**config.mk**
```make
export PLATFORM = sky130hd
export DESIGN_NAME = reg_file_cf_flat
export DESIGN_NICKNAME = d
export VERILOG_FILES = /design/src/rtl/hc4e_pkg.sv /design/src/rtl/reg_file_cf_if.sv /design/src/rtl/rf_read_port.sv /design/src/rtl/reg_file_cf.sv /design/src/flat_wrapper.sv
export SDC_FILE = /design/constraint.sdc
export NUM_CORES = 1
export LEC_CHECK = 0
export CELL_PAD_IN_SITES_DETAIL_PLACEMENT = 1
export CELL_PAD_IN_SITES_GLOBAL_PLACEMENT = 2
export CORE_MARGIN = 3
export CORE_UTILIZATION = 44
export CTS_BUF_LIST = sky130_fd_sc_hd__clkbuf_4 sky130_fd_sc_hd__clkbuf_8
export DETAILED_ROUTE_END_ITERATION = 8
export GPL_TIMING_DRIVEN = 0
export PLACE_DENSITY = 0.87
export SYNTH_ARGS = -nofsm -noshare
export SYNTH_HDL_FRONTEND = slang
export SYNTH_SLANG_ARGS = --single-unit
export TNS_END_PERCENT = 1
```
**constraint.sdc**
```tcl
create_clock -name clk -period 3.15 [get_ports clk]
set_clock_uncertainty 0.2 [all_clocks]
set_input_delay 0.7875 -clock clk [delete_from_list [all_inputs] [get_ports clk]]
set_output_delay 0.7875 -clock clk [all_outputs]
set_load 0.01 [all_outputs]
```
**src/rtl/hc4e_pkg.sv**
```systemverilog
`default_nettype none
// ============================================================================
//  Module   : hc4e_pkg
//  Brief    : Shared HC4e datapath widths and types.
//  Revision : 1.0
// ============================================================================
package hc4e_pkg;

  localparam int WORD_W = 4;
  localparam int NREGS  = 16;
  localparam int REG_AW = 4;

  typedef logic [WORD_W-1:0] word_t;
  typedef logic [REG_AW-1:0] regaddr_t;

endpackage
`default_nettype wire

```
**src/rtl/reg_file_cf_if.sv**
```systemverilog
`default_nettype none
// ============================================================================
//  Module   : reg_file_cf_if
//  Brief    : Operand-read and writeback bus between sequencer/ALU and reg_file_cf.
//  Revision : 1.0
// ============================================================================
interface reg_file_cf_if #(
  parameter int AW = hc4e_pkg::REG_AW,
  parameter int W  = hc4e_pkg::WORD_W
);

  logic [AW-1:0] ra_addr;
  logic [AW-1:0] rb_addr;
  logic [W-1:0]  ra_data;
  logic [W-1:0]  rb_data;
  logic          cf;
  logic          wb_valid;
  logic [AW-1:0] wb_addr;
  logic [W-1:0]  wb_data;
  logic          wb_carry;
  logic          wb_cf_we;
  logic          hazard;

  modport master (
    output ra_addr, rb_addr, wb_valid, wb_addr, wb_data, wb_carry, wb_cf_we,
    input  ra_data, rb_data, cf, hazard
  );

  modport slave (
    input  ra_addr, rb_addr, wb_valid, wb_addr, wb_data, wb_carry, wb_cf_we,
    output ra_data, rb_data, cf, hazard
  );

endinterface
`default_nettype wire

```
**src/rtl/rf_read_port.sv**
```systemverilog
`default_nettype none
// ============================================================================
//  Module   : rf_read_port
//  Brief    : One combinational register-file read port; REG_BYPASS_EN selects
//             pending-entry forwarding instead of a stall request.
//  Revision : 1.0
// ============================================================================
module rf_read_port
  import hc4e_pkg::*;
#(
  parameter int NREGS = hc4e_pkg::NREGS,
  parameter int W     = hc4e_pkg::WORD_W,
  parameter int AW    = hc4e_pkg::REG_AW
) (
  input  logic [AW-1:0] addr,
  input  logic [W-1:0]  regs [NREGS],
  input  logic          pend_valid,
  input  logic [AW-1:0] pend_addr,
  input  logic [W-1:0]  pend_data,
  output logic [W-1:0]  data,
  output logic          hazard
);

  localparam logic [AW:0] c_nregs = (AW+1)'(NREGS);

  logic          w_in_range;
  logic          w_hit;
  logic [W-1:0]  w_array_data;

  assign w_in_range   = ({1'b0, addr} < c_nregs);
  assign w_hit        = pend_valid && (addr == pend_addr);
  assign w_array_data = w_in_range ? regs[addr] : '0;

`ifdef REG_BYPASS_EN
  assign data   = w_hit ? pend_data : w_array_data;
  assign hazard = 1'b0;
`else
  logic w_unused_pend;
  assign w_unused_pend = ^pend_data;
  assign data          = w_array_data;
  assign hazard        = w_hit;
`endif

endmodule
`default_nettype wire

```
**src/rtl/reg_file_cf.sv**
```systemverilog
`default_nettype none
// ============================================================================
//  Module   : reg_file_cf
//  Brief    : HC4e register file + carry flag with a one-entry pending
//             writeback register. Macro REG_BYPASS_EN enables read bypass.
//  Revision : 1.0
// ============================================================================
module reg_file_cf
  import hc4e_pkg::*;
#(
  parameter  int NREGS = hc4e_pkg::NREGS,
  parameter  int W     = hc4e_pkg::WORD_W,
  localparam int AW    = $clog2(NREGS)
) (
  input  logic          clk,
  input  logic          rst,
  reg_file_cf_if.slave  bus
);

  localparam logic [AW:0] c_nregs = (AW+1)'(NREGS);

  logic [W-1:0]  r_regs [NREGS];
  logic          r_cf;
  logic          r_pend_valid;
  logic [AW-1:0] r_pend_addr;
  logic [W-1:0]  r_pend_data;

  logic          w_wb_in_range;
  logic          w_hazard_a;
  logic          w_hazard_b;

  assign w_wb_in_range = ({1'b0, bus.wb_addr} < c_nregs);

  // Out-of-range writes never become pending, so they can neither commit,
  // forward, nor raise a hazard; the carry flag still updates.
  always_ff @(posedge clk or posedge rst) begin
    if (rst) begin
      for (int i = 0; i < NREGS; i++) begin
        r_regs[i] <= '0;
      end
      r_cf         <= 1'b0;
      r_pend_valid <= 1'b0;
      r_pend_addr  <= '0;
      r_pend_data  <= '0;
    end else begin
      if (r_pend_valid) begin
        r_regs[r_pend_addr] <= r_pend_data;
      end
      r_pend_valid <= bus.wb_valid && w_wb_in_range;
      if (bus.wb_valid) begin
        r_pend_addr <= bus.wb_addr;
        r_pend_data <= bus.wb_data;
        if (bus.wb_cf_we) begin
          r_cf <= bus.wb_carry;
        end
      end
    end
  end

  rf_read_port #(
    .NREGS (NREGS),
    .W     (W),
    .AW    (AW)
  ) u_port_a (
    .addr       (bus.ra_addr),
    .regs       (r_regs),
    .pend_valid (r_pend_valid),
    .pend_addr  (r_pend_addr),
    .pend_data  (r_pend_data),
    .data       (bus.ra_data),
    .hazard     (w_hazard_a)
  );

  rf_read_port #(
    .NREGS (NREGS),
    .W     (W),
    .AW    (AW)
  ) u_port_b (
    .addr       (bus.rb_addr),
    .regs       (r_regs),
    .pend_valid (r_pend_valid),
    .pend_addr  (r_pend_addr),
    .pend_data  (r_pend_data),
    .data       (bus.rb_data),
    .hazard     (w_hazard_b)
  );

  assign bus.cf     = r_cf;
  assign bus.hazard = w_hazard_a | w_hazard_b;

endmodule
`default_nettype wire

```
**src/flat_wrapper.sv**
```systemverilog
// flat-port wrapper written by rule: the top's interface ports become plain ports
module reg_file_cf_flat import hc4e_pkg::*;
#(
  parameter  int NREGS = hc4e_pkg::NREGS,
  parameter  int W     = hc4e_pkg::WORD_W,
  localparam int AW    = $clog2(NREGS)
)
  (clk, rst, bus_ra_addr, bus_rb_addr, bus_wb_valid, bus_wb_addr, bus_wb_data, bus_wb_carry, bus_wb_cf_we, bus_ra_data, bus_rb_data, bus_cf, bus_hazard);
  reg_file_cf_if #(.AW(4), .W(W)) bus_i ();
  input  logic clk;
  input  logic rst;
  input wire logic [$bits(bus_i.ra_addr)-1:0] bus_ra_addr;
  input wire logic [$bits(bus_i.rb_addr)-1:0] bus_rb_addr;
  input wire logic [$bits(bus_i.wb_valid)-1:0] bus_wb_valid;
  input wire logic [$bits(bus_i.wb_addr)-1:0] bus_wb_addr;
  input wire logic [$bits(bus_i.wb_data)-1:0] bus_wb_data;
  input wire logic [$bits(bus_i.wb_carry)-1:0] bus_wb_carry;
  input wire logic [$bits(bus_i.wb_cf_we)-1:0] bus_wb_cf_we;
  output wire logic [$bits(bus_i.ra_data)-1:0] bus_ra_data;
  output wire logic [$bits(bus_i.rb_data)-1:0] bus_rb_data;
  output wire logic [$bits(bus_i.cf)-1:0] bus_cf;
  output wire logic [$bits(bus_i.hazard)-1:0] bus_hazard;
  assign bus_i.ra_addr = bus_ra_addr;
  assign bus_i.rb_addr = bus_rb_addr;
  assign bus_i.wb_valid = bus_wb_valid;
  assign bus_i.wb_addr = bus_wb_addr;
  assign bus_i.wb_data = bus_wb_data;
  assign bus_i.wb_carry = bus_wb_carry;
  assign bus_i.wb_cf_we = bus_wb_cf_we;
  assign bus_ra_data = bus_i.ra_data;
  assign bus_rb_data = bus_i.rb_data;
  assign bus_cf = bus_i.cf;
  assign bus_hazard = bus_i.hazard;
  reg_file_cf #(.NREGS(NREGS), .W(W)) u_core (.clk(clk), .rst(rst), .bus(bus_i));
endmodule
```
=== After elaboration in Yosys (flattened, before gate mapping) ===
Index checks and enable logic that the tools add are counted.

* Output and inout bits: 10
* Bits in registers: 74
* Input bits: 21
* Logic and storage cells: 43

* Order comparisons: 4
* Equality and inequality tests: 2
* Multiplexer cells: 9
* Reductions and logical operators: 4
* Bitwise logic cells: 4

{| class="wikitable"
|+ Operator list
! cell !! count
|-
| bitwise mux 64 bit || 1
|-
| binary-select mux 4 bit (select 4 bit) || 2
|-
| 2-to-1 mux 4 bit || 5
|-
| demux 4 bit (select 4 bit) || 1
|-
| >= comparator 5 bit (second input constant) || 3
|-
| NOT 4 -> 5 bit || 3
|-
| == test 4 bit || 2
|-
| less-than comparator 5 x 1 -> 1 bit (second input constant) || 1
|-
| logical AND 1 bit || 3
|-
| AND reduction 2 bit || 1
|-
| bitwise OR 1 bit || 1
|}

=== Longest topological paths before layout ===
* Depth in word-level cells: 6
* Depth in mapped cells: 5
* Depth with buffers taken out: 3

=== Modules after synthesis ===
Synthesis repeated with hierarchy kept, for this count alone.

* Cell total of the unflattened synthesis: 273
* Area, all modules: 4083.9 µm²

{| class="wikitable"
|+ By module, submodules not included
! module !! sequential area each (µm²) !! cells an instance !! area an instance (µm²) !! times used
|-
| reg_file_cf || 1851.8 || 179 || 2840.2 || 1
|-
| rf_read_port || 0.0 || 47 || 621.8 || 2
|}

=== Worst setup path before layout ===
OpenSTA, ideal clock, no wires.

* Path kind: in2out
* Start: in bus_ra_addr[0]
* End: out bus_ra_data[2]
* Data required time: 2.162 ns
* Stages on the path: 5
* Data arrival time: 1.866 ns
* Setup slack: 0.297 ns
* Buffers on the path: 2
* Cells stage by stage: buf_6 > buf_6 > mux4_2 > a22oi_1 > nand3_1

* Cells in the longest elaborated chain, start to end: 4

{| class="wikitable"
|+ Ends and longest elaborated chain
! element !! line !! RTL
|-
| start: declaration || flat_wrapper.sv:12 || <nowiki>input wire logic [$bits(bus_i.ra_addr)-1:0] bus_ra_addr;</nowiki>
|-
| NOT 4 -> 5 bit (implied by the code) || rf_read_port.sv:32 || <nowiki>assign w_array_data = w_in_range ? regs[addr] : '0;</nowiki>
|-
| binary-select mux 4 bit (select 4 bit) || rf_read_port.sv:32 ||
|-
| 2-to-1 mux 4 bit (implied by the code) (2 in series) || rf_read_port.sv:32 ||
|-
| end: declaration || flat_wrapper.sv:19 || <nowiki>output wire logic [$bits(bus_i.ra_data)-1:0] bus_ra_data;</nowiki>
|}

No other way between the ends. The select of a mux whose other input is x is not followed.

=== Worst setup path in the final report ===
Same ends and word-level chain as after synthesis.

==> flow_summary.json <==
{
  "status": "finished clean",
  "drc": 0,
  "cts-hold-fix-buffers": 0,
  "synth.distinct_cells": 24,
  "worst_pin_slew_ps": 569,
  "crit_type": "in -> out",
  "end_kind": "primary output",
  "die-area_sq_mm": 0.0103,
  "mostFrequentLayoutCell": "dfrtp_1",
  "mostFrequentLayoutCells": "dfrtp_1, mux2_2, mux4_2, nand3_1, clkdlybuf4s50_1",
  "synthesis.area_per_instance_sq_um": 14.5,
  "grt_pass1_wl_mm": 16.4,
  "finalCritPeriodShare": 0.983,
  "grt-ovfl-total": 0,
  "nNetsFinal": 336,
  "placedCellCount": 407,
  "die_h_um": 101,
  "vdd_ir_drop_max_mv": 0.380,
  "wl_per_cell_um": 24.3,
  "cp-start-kind": "primary input",
  "antenna_found_initial": 0,
  "via_count": 2552,
  "synth_area_sq_mm": 0.00401,
  "cp_cell_sequence": "buf_12 > buf_12 > mux4_2 > a22oi_2 > nand3_1 > clkdlybuf4s15_1",
  "clockRootBuffer": "clkbuf_8",
  "crit_fanout": 9,
  "rows": 34,
  "synthAdderAreaFrac": 0,
  "firstDrtPassIters": 4,
  "seq_area_sq_mm": 0.00185,
  "via_per_inst": 5.99,
  "antenna_left": 0,
  "yosysWarnings": 0,
  "drt_first_iter_violations": 116,
  "clkLatencyLatePin_ps": 350,
  "finalCriticalPeriod_ps": 3100,
  "cts_tree": "built",
  "start_util": 0.455,
  "critPathBufInv": 3,
  "coreArea_sq_mm": 0.00881,
  "powerDensity_mw_per_mm2": 735,
  "cp.required_ps": 2160,
  "cts.sinks": 74,
  "p_leak_nw": 1.98,
  "synth_mux_area_frac": 0.385,
  "syn_nets": 297,
  "dp_slack_ps": -408,
  "synth_top_area_frac": 0.462,
  "grt_setup_unrepaired": "false",
  "timing.fmax_mhz": 323,
  "cts_made_buffers": 9,
  "area_growth_syn_to_layout_pct": 18.4,
  "crit_path_frequent_cell": "buf_12",
  "nFillCells": 870,
  "hold_viol": 0,
  "first_global_vias": 2884,
  "slowest_delay_ps": 500,
  "setup_viol": 0,
  "cts.htree.levels": 3,
  "yosys-top-cells-area": "dfrtp_1, mux2_2, mux4_2, nand3_1, xnor2_1",
  "die_x_um": 101,
  "dp_hpwl_mm": 7.16,
  "grt_use_total": 0.218,
  "multi_input_area_sq_mm": 0.00205,
  "cp.arrival_ps": 2110,
  "grt_start_max_net_pins": 45,
  "synth_compound_area_frac": 0.0169,
  "finalNonFillerCells": 426,
  "setup_slack_ps": 52.1,
  "synth_xor_area_frac": 0.0175,
  "cp_slowest_cell": "mux4_2",
  "clk_path_buf_depth": 2,
  "drt-total-wl_mm": 10.3,
  "synth_top_family_by_area": "multiplexers",
  "ios": 31,
  "io_buffers": 22,
  "hp-class": "reg -> reg",
  "ys_seq_elements": 74,
  "cp_top_family": "multiplexers",
  "seq_area_frac_synth": 0.462,
  "yosysTopAreaCell": "dfrtp_1",
  "drv_slew": 0,
  "finalPower_mw": 3.49,
  "maxCapViolCount": 0,
  "syn_inst": 276,
  "clkSlewWorstSetupHoldPaths_ps": 70,
  "antenna_cells": 0,
  "gp_congestion": 0.822,
  "relSlewSlack": 0.620,
  "drive_above_1_share": 0.481,
  "yosys.area_share.simple": 0.0833
}
[flip-flops by register name, indices dropped and copies added (netlist names)]
signal	count
u_core.r_regs	64
u_core.r_pend_data	4
u_core.r_pend_addr	4
u_core.bus.cf	1
u_core.r_pend_valid	1
[layer usage]
layer	track usage	routed length (um)	vias up
li1	-	-	1115
met1	0.298	4650	1376
met2	0.350	5200	45
met3	0.0317	249	16
met4	0.0920	234	0
met5	0	0	-
[final timing paths]
check	from	endpoint	slack, ps	depth (start not counted)
max in group asynchronous	rst	u_core.r_pend_addr[3]	1610	3
worst min register to register	u_core.r_regs[24]	u_core.r_regs[24]	330	1
worst min-delay path	u_core.r_regs[24]	u_core.r_regs[24]	330	1
min in group asynchronous	rst	u_core.r_regs[62]	590	2
worst max register to register	u_core.r_pend_addr[0]	u_core.r_regs[38]	1230	5
worst max-delay path	bus_ra_addr[0]	bus_ra_data[2]	50	6
[Yosys cell counts]
library cell,number
clkbuf_1,5
nor2_1,12
mux4_2,32
buf_4,4
or3_4,3
nand3_2,1
nand4_1,2
nand2_1,11
nand2b_1,2
and3_1,1
a21boi_0,1
nor2b_1,4
dfrtp_1,74
nand3_1,16
nand3b_1,2
nand3b_4,2
buf_6,4
inv_1,1
a22oi_1,8
mux2_2,69
xnor2_1,8
mux2_1,4
nor3b_2,1
buf_2,9
[worst reg2reg max path, stage by stage (launching register included)]
cell and delay, ps:
dfrtp_1 370, buf_2 190, nor3b_2 300, and3_1 200, buf_2 190, mux2_2 350
[report_power, final]
group	internal [mW]	switching [mW]	leakage, nW
Combinational	0.688	0.389	0.966
Clock	0.467	0.350	0.109
Sequential	1.31	0.285	0.903
Total	2.46	1.02	1.98
[logic make-up after synthesis]
| group | count (synthesis) |
|---|---|
| muxes | 105 |
| DFF | 74 |
| and+or+nand+nor | 57 |
| buffers and inverters | 23 |
| AOI/OAI and AO/OA | 9 |
| xor gates and xnor gates | 8 |
[stage by stage]
stage | area, sq um | setup TNS, ps | util | hold WS (ps)
2_1_floorplan | 4010 | 0 | - | 277
3_3_place_gp | 4360 | -71310 | 0.496 | 291
3_5_place_dp | 4390 | -2590 | 0.499 | 314
4_1_cts | 4670 | -71.3 | 0.530 | 331
5_1_grt | 4750 | 0 | 0.539 | 357
6_report | 4750 | 0 | 0.539 | 328
[layout make-up]
class,count,share of cell area
Inverter,1,0.00132
Timing Repair Buffer,28,0.0630
Multi-Input combinational cell,179,0.432
Buffer,22,0.0411
Sequential cell,74,0.390
Clock inverter,3,0.0137
Clock buffer,11,0.0306
Tap cell,108,0.0285
[what timing repair did]
action / in CTS / in global routing
pin swaps: 0 / 1
setup buffers: 0 / 4
endpoints found under the setup margin: 9 / 9
cloned: 0 / 1
gates resized for setup: 28 / 7
Note: power is estimated with default switching activity, not from simulation.
